$ cat src/rtl/fetch_queue_pkg.sv
// Shared constants for the fetch queue: datapath width, NOP word, PC step
// and the decode read-count encodings.
package fetch_queue_pkg;

  localparam int DW = 32;
  localparam logic [31:0] NOP = 32'h0000_0000;
  localparam logic [31:0] PC_INC = 32'd4;

  localparam logic [1:0] RD_NONE = 2'd0;
  localparam logic [1:0] RD_ONE  = 2'd1;
  localparam logic [1:0] RD_TWO  = 2'd2;

  // Decode may only consume two entries per cycle; encoding 3 means two.
  function automatic logic [1:0] rd_clamp(input logic [1:0] rd);
    return (rd > RD_TWO) ? RD_TWO : rd;
  endfunction

endpackage

$ cat src/rtl/fetch_queue_mem.sv
// DEPTH x {pc, instr} storage: two write ports on consecutive slots,
// two asynchronous read ports and a synchronous clear.
module fetch_queue_mem #(
  parameter int DEPTH = 4,
  parameter int AW    = 2,
  parameter int DW    = 32
) (
  input  logic            reloj,
  input  logic            reset,
  input  logic            we,
  input  logic [AW-1:0]   wr_addr,
  input  logic [2*DW-1:0] wr_data1,
  input  logic [2*DW-1:0] wr_data2,
  input  logic [AW-1:0]   rd_addr1,
  input  logic [AW-1:0]   rd_addr2,
  output logic [2*DW-1:0] rd_data1,
  output logic [2*DW-1:0] rd_data2
);
  import fetch_queue_pkg::*;

  logic [2*DW-1:0] mem_reg [DEPTH];
  logic [AW-1:0]   wr_addr2;

  assign wr_addr2 = wr_addr + AW'(1);

  // Clearing to zero makes every idle read present {0, NOP}.
  always_ff @(posedge reloj) begin
    if (reset) begin
      for (int i = 0; i < DEPTH; i++) begin
        mem_reg[i] <= {{DW{1'b0}}, NOP[DW-1:0]};
      end
    end else if (we) begin
      mem_reg[wr_addr]  <= wr_data1;
      mem_reg[wr_addr2] <= wr_data2;
    end
  end

  assign rd_data1 = mem_reg[rd_addr1];
  assign rd_data2 = mem_reg[rd_addr2];

endmodule

$ cat src/rtl/fetch_queue.sv
// Two-in/two-out instruction queue between fetch and decode, with
// conservative fetch stall and flush on control-flow redirect.
module fetch_queue #(
  parameter int DEPTH = 4,
  parameter int AW    = 2,
  parameter int DW    = 32
) (
  input  logic          reloj,
  input  logic          reset,
  input  logic [DW-1:0] pc_in,
  input  logic [DW-1:0] pc2_in,
  input  logic [DW-1:0] instr1_in,
  input  logic [DW-1:0] instr2_in,
  input  logic          wr_en,
  input  logic          flush,
  input  logic [1:0]    rd_cnt,
  output logic [DW-1:0] instr_d1,
  output logic [DW-1:0] pc_d1,
  output logic          valid_d1,
  output logic [DW-1:0] instr_d2,
  output logic [DW-1:0] pc_d2,
  output logic          valid_d2,
  output logic          stall_fetch,
  output logic [AW:0]   count
);
  import fetch_queue_pkg::*;

  logic [AW-1:0]   rd_ptr_reg, rd_ptr_next;
  logic [AW-1:0]   wr_ptr_reg, wr_ptr_next;
  logic [AW:0]     count_reg, count_next;
  logic [AW:0]     rd_req;
  logic [AW:0]     rd_eff;
  logic            wr_accept;
  logic [2*DW-1:0] rd_data1, rd_data2;

  // Stall looks only at registered occupancy, so rd_cnt never reaches it.
  assign stall_fetch = (count_reg > (AW+1)'(DEPTH - 2));
  assign wr_accept   = wr_en && !stall_fetch && !flush;
  assign rd_req      = (AW+1)'(rd_clamp(rd_cnt));
  assign rd_eff      = (rd_req > count_reg) ? count_reg : rd_req;

  always_comb begin
    rd_ptr_next = rd_ptr_reg;
    wr_ptr_next = wr_ptr_reg;
    count_next  = count_reg;
    if (flush) begin
      rd_ptr_next = wr_ptr_reg;
      count_next  = '0;
    end else begin
      rd_ptr_next = rd_ptr_reg + AW'(rd_eff);
      count_next  = count_reg - rd_eff;
      if (wr_accept) begin
        wr_ptr_next = wr_ptr_reg + AW'(2);
        count_next  = count_next + (AW+1)'(2);
      end
    end
  end

  always_ff @(posedge reloj) begin
    if (reset) begin
      rd_ptr_reg <= '0;
      wr_ptr_reg <= '0;
      count_reg  <= '0;
    end else begin
      rd_ptr_reg <= rd_ptr_next;
      wr_ptr_reg <= wr_ptr_next;
      count_reg  <= count_next;
    end
  end

  fetch_queue_mem #(
    .DEPTH (DEPTH),
    .AW    (AW),
    .DW    (DW)
  ) u_mem (
    .reloj    (reloj),
    .reset    (reset),
    .we       (wr_accept),
    .wr_addr  (wr_ptr_reg),
    .wr_data1 ({pc_in, instr1_in}),
    .wr_data2 ({pc2_in, instr2_in}),
    .rd_addr1 (rd_ptr_reg),
    .rd_addr2 (rd_ptr_reg + AW'(1)),
    .rd_data1 (rd_data1),
    .rd_data2 (rd_data2)
  );

  assign pc_d1    = rd_data1[2*DW-1:DW];
  assign instr_d1 = rd_data1[DW-1:0];
  assign pc_d2    = rd_data2[2*DW-1:DW];
  assign instr_d2 = rd_data2[DW-1:0];
  assign valid_d1 = (count_reg >= (AW+1)'(1));
  assign valid_d2 = (count_reg >= (AW+1)'(2));
  assign count    = count_reg;

endmodule
$ cat config.mk
export PLATFORM = sky130hd
export DESIGN_NAME = fetch_queue
export DESIGN_NICKNAME = d
export VERILOG_FILES = /design/src/rtl/fetch_queue_pkg.sv /design/src/rtl/fetch_queue_mem.sv /design/src/rtl/fetch_queue.sv
export SDC_FILE = /design/constraint.sdc
export NUM_CORES = 1
export LEC_CHECK = 0
export ABC_CLOCK_PERIOD_IN_PS = 6910
export CORE_MARGIN = 3
export CORE_UTILIZATION = 59
export DETAILED_ROUTE_END_ITERATION = 8
export DONT_BUFFER_PORTS = 1
export MAX_ROUTING_LAYER = met4
export PLACE_DENSITY_LB_ADDON = 0.05
export SYNTH_ARGS = -nofsm -noshare
export SYNTH_HDL_FRONTEND = slang
export SYNTH_SLANG_ARGS = --single-unit
$ cat constraint.sdc
create_clock -name reloj -period 6.91 [get_ports reloj]
set_clock_uncertainty 0.05 [all_clocks]
set_input_delay 0.691 -clock reloj [delete_from_list [all_inputs] [get_ports reloj]]
set_output_delay 0.691 -clock reloj [all_outputs]
set_load 0.02 [all_outputs]
==> results by group <==
Critical path
  • CP Data Required Time: just over 6000 ps
  • CP Max Fanout: between 60 and 70
  • CP arrival: approximately 3100 ps
  • Startpoint types: flop
  • Crit. Startpoint: rd_ptr_reg[0]
  • Crit-path slowest cell: dfxtp_4
  • Setup crit end kind: output port
  • WS Path Type: flop to output port
  • CP cell instances: buf_4 -> mux4_2
  • RR Startpoint: count[1]
  • Slowest stage delay, CP: 1050 ps

Place
  • DP HPWL: between 15 and 20 mm
  • IO buf count: 0
  • Placed Area: around 0.014 mm^2
  • Placer congestion estimate: roughly 0.86

Global route
  • GRT Residual Overflow: 0
  • Initial antenna violation count: 0
  • First-pass GRT wire length: 46.8 mm
  • Pin count of the biggest net entering global routing: 106
  • Total Routing Usage GR: 0.254
  • Vias in the first global route: roughly 8000

Power
  • Leak: 5.59 nW
  • PD cells: slightly above 300 mW/mm^2
  • Peak VDD IR: between 0.2 and 0.3 mV
  • Sw Ratio: 0.276
  • Power Internal: ~0.0033 W
  • Comb pwr share: 0.185
  • Psw: approximately 0.0012 W
  • Seq pwr share: 0.452
  • Clock power frac: 0.364

Timing
  • Final worst path period share: 0.556
  • RSZ-0062 raised after global routing: false
  • Worst slew pin tran: 1240 ps
  • Final hold vios: 0
  • Min Clock Period, post-route: 3840 ps
  • Max-slew violation count: 0
  • Final setup fails: 0
  • Rel. slew slack: 0.176
  • Fmax: about 260 MHz
  • Setup TNS: 0 ps

Run status
  • Status: finished clean

Final layout
  • Post-route cell area: about 0.015 mm^2
  • Most common cell after layout, fill and taps aside: edfxtp_1
  • Max reg flops: 256
  • Commonest non-fill, non-tap cells in the layout: edfxtp_1 (256), and3_1 (192), mux4_2 (128), nor2_1 (66), mux2i_1 (66)
  • Register area: a little under 0.008 mm^2
  • Area grow syn2layout: 6.72%
  • Multi-input gate area: about 0.0053 mm^2
  • Share of cells above drive strength 1: 0.239
  • Fillers: 1590
  • Ant diodes: 0
  • Post-layout net count: 934

CTS
  • Clk Latency, worst-skew pair: between 500 and 600 ps
  • H-tree levels: 1
  • Clk buf depth: 3
  • Number of buffers created by CTS: 28
  • Post-CTS Setup Inserts: 0
  • Post-CTS sizing: 0
  • CTS Sinks: about 260
  • CTS tree: built
  • Clock transition at path regs: ~60 ps
  • Clk root buf: clkbuf_16
  • CTS hold repair buffers: 0

Routing
  • DR DRC count: 0
  • Via count: approximately 7700
  • ANT nets after route: 0
  • Via density: about 7.0
  • Final WL: approximately 32 mm
  • Wire per inst: ~29 um
  • Pre-antenna DRT Iters: 5
  • DRT iter0 DRCs: between 600 and 700

Die
  • Initial core utilization: 0.603
  • Die width: ~160 um
  • Die H: about 160 um
  • Core area: 0.0227 mm^2
  • Die area: roughly 0.025 mm^2
  • Ports: 268
  • FP Rows: 55

Yosys
  • Sequential fraction of the synthesis area: 0.570
  • Warning count from the yosys run: 0
  • Synth unique cells: 34
  • Mapped Cells: roughly 840
  • Post-Syn Area: roughly 0.014 mm^2
  • Synth Register Bits: roughly 260
  • Post-synthesis net count: 982
  • Syn_area_per_cell: 16.3 um^2

Run
  • # Max-Cap Violations: 0

Worst hold path
  • Type of the most critical hold path: primary input to flop
  • Min-delay src: reset
## synth_stat cells
cell type | number | area (um^2)
nand2b_4 | 1 | 13.8
mux4_2 | 128 | 2880
and3_1 | 192 | 1200
nor4b_1 | 1 | 8.76
o21ai_1 | 1 | 5.00
or2_2 | 1 | 6.26
xor2_1 | 3 | 26.3
clkbuf_1 | 23 | 86.3
ha_1 | 4 | 50.1
a2111oi_2 | 1 | 15.0
nor2b_1 | 1 | 6.26
o21ai_0 | 1 | 5.00
and2_1 | 1 | 6.26
and3b_4 | 1 | 12.5
buf_2 | 32 | 160
inv_1 | 3 | 11.3
nand3b_1 | 3 | 22.5
mux2i_1 | 66 | 661
nand2b_1 | 2 | 12.5
buf_8 | 1 | 15.0
dfxtp_1 | 6 | 120
buf_4 | 12 | 90.1
nand2_1 | 2 | 7.51
buf_6 | 19 | 214
edfxtp_1 | 256 | 7690
or3_1 | 1 | 6.26
mux2_2 | 1 | 11.3
nor2_1 | 66 | 248
a21oi_1 | 1 | 5.00
fa_1 | 1 | 20.0
xnor2_1 | 2 | 17.5
nor3_1 | 5 | 25.0
nor3b_2 | 1 | 12.5
a21o_1 | 4 | 30.0
## critical path, delay by kind of cell (launching register included)
family                 cells  cell delay (ps)
muxes                      1              670
DFF                        1             1050
buffers and inverters      1              690
## power groups by stage
stage	combinational [W]	sequential (W)	clock [W]
detailed placement	0.000838	0.00207	0
CTS	0.000842	0.00203	0.00166
global route	0.000884	0.00205	0.00172
global placement	0.000826	0.00206	0
floorplan	0.000771	0.00198	0
finish	0.000832	0.00203	0.00164
## final cells by class
type / instances / share of cell area
timing repair buffer: 9 / 0.00462
inverter: 3 / 0.000856
clock inverter: 15 / 0.0174
multi-input combinational: 491 / 0.366
tap: 285 / 0.0244
sequential: 262 / 0.535
clock buffer: 37 / 0.0524
## per-layer routing
metal	wire, um	track usage	share of wire
met1	11600	0.322	0.37
met2	15700	0.399	0.50
met5	0	-	0
met3	3490	0.0851	0.11
met4	912	0.0713	0.029
## cell families (layout without fill, tap and decap cells)
kind of cell | after synthesis | count (layout) | synth area share
multiplexers | 195 | 195 | 0.259
AO/OA/AOI/OAI | 8 | 8 | 0.00438
XOR/XNOR | 5 | 5 | 0.00320
buffers and inverters | 90 | 64 | 0.0421
flip-flops | 262 | 262 | 0.570
adder cells (fa/ha/maj) | 5 | 5 | 0.00511
AND/OR/NAND/NOR | 278 | 278 | 0.116
## through the flow
stage | util | total power, W | hold slack, ps | std cells | setup WS [ps]
4_1_cts | 0.644 | 0.00453 | 150 | 1102 | 3000
3_3_place_gp | 0.599 | 0.00288 | 678 | 1050 | 3600
2_1_floorplan | - | 0.00275 | 519 | 843 | 3820
6_report | 0.644 | 0.00451 | 172 | 1102 | 3070
3_5_place_dp | 0.599 | 0.00290 | 683 | 1050 | 3560
5_1_grt | 0.644 | 0.00466 | 155 | 1102 | 2770
## final timing paths
path | endpoint | slack (ps) | cells past startpoint
worst max-delay path | pc_d1[2] | 3070 | 2
worst min-delay path | rd_ptr_reg[1] | 170 | 1
worst max register to register | count[2] | 3600 | 10
worst min register to register | count[0] | 710 | 3
No activity file was read; power rests on OpenSTA's default activity.
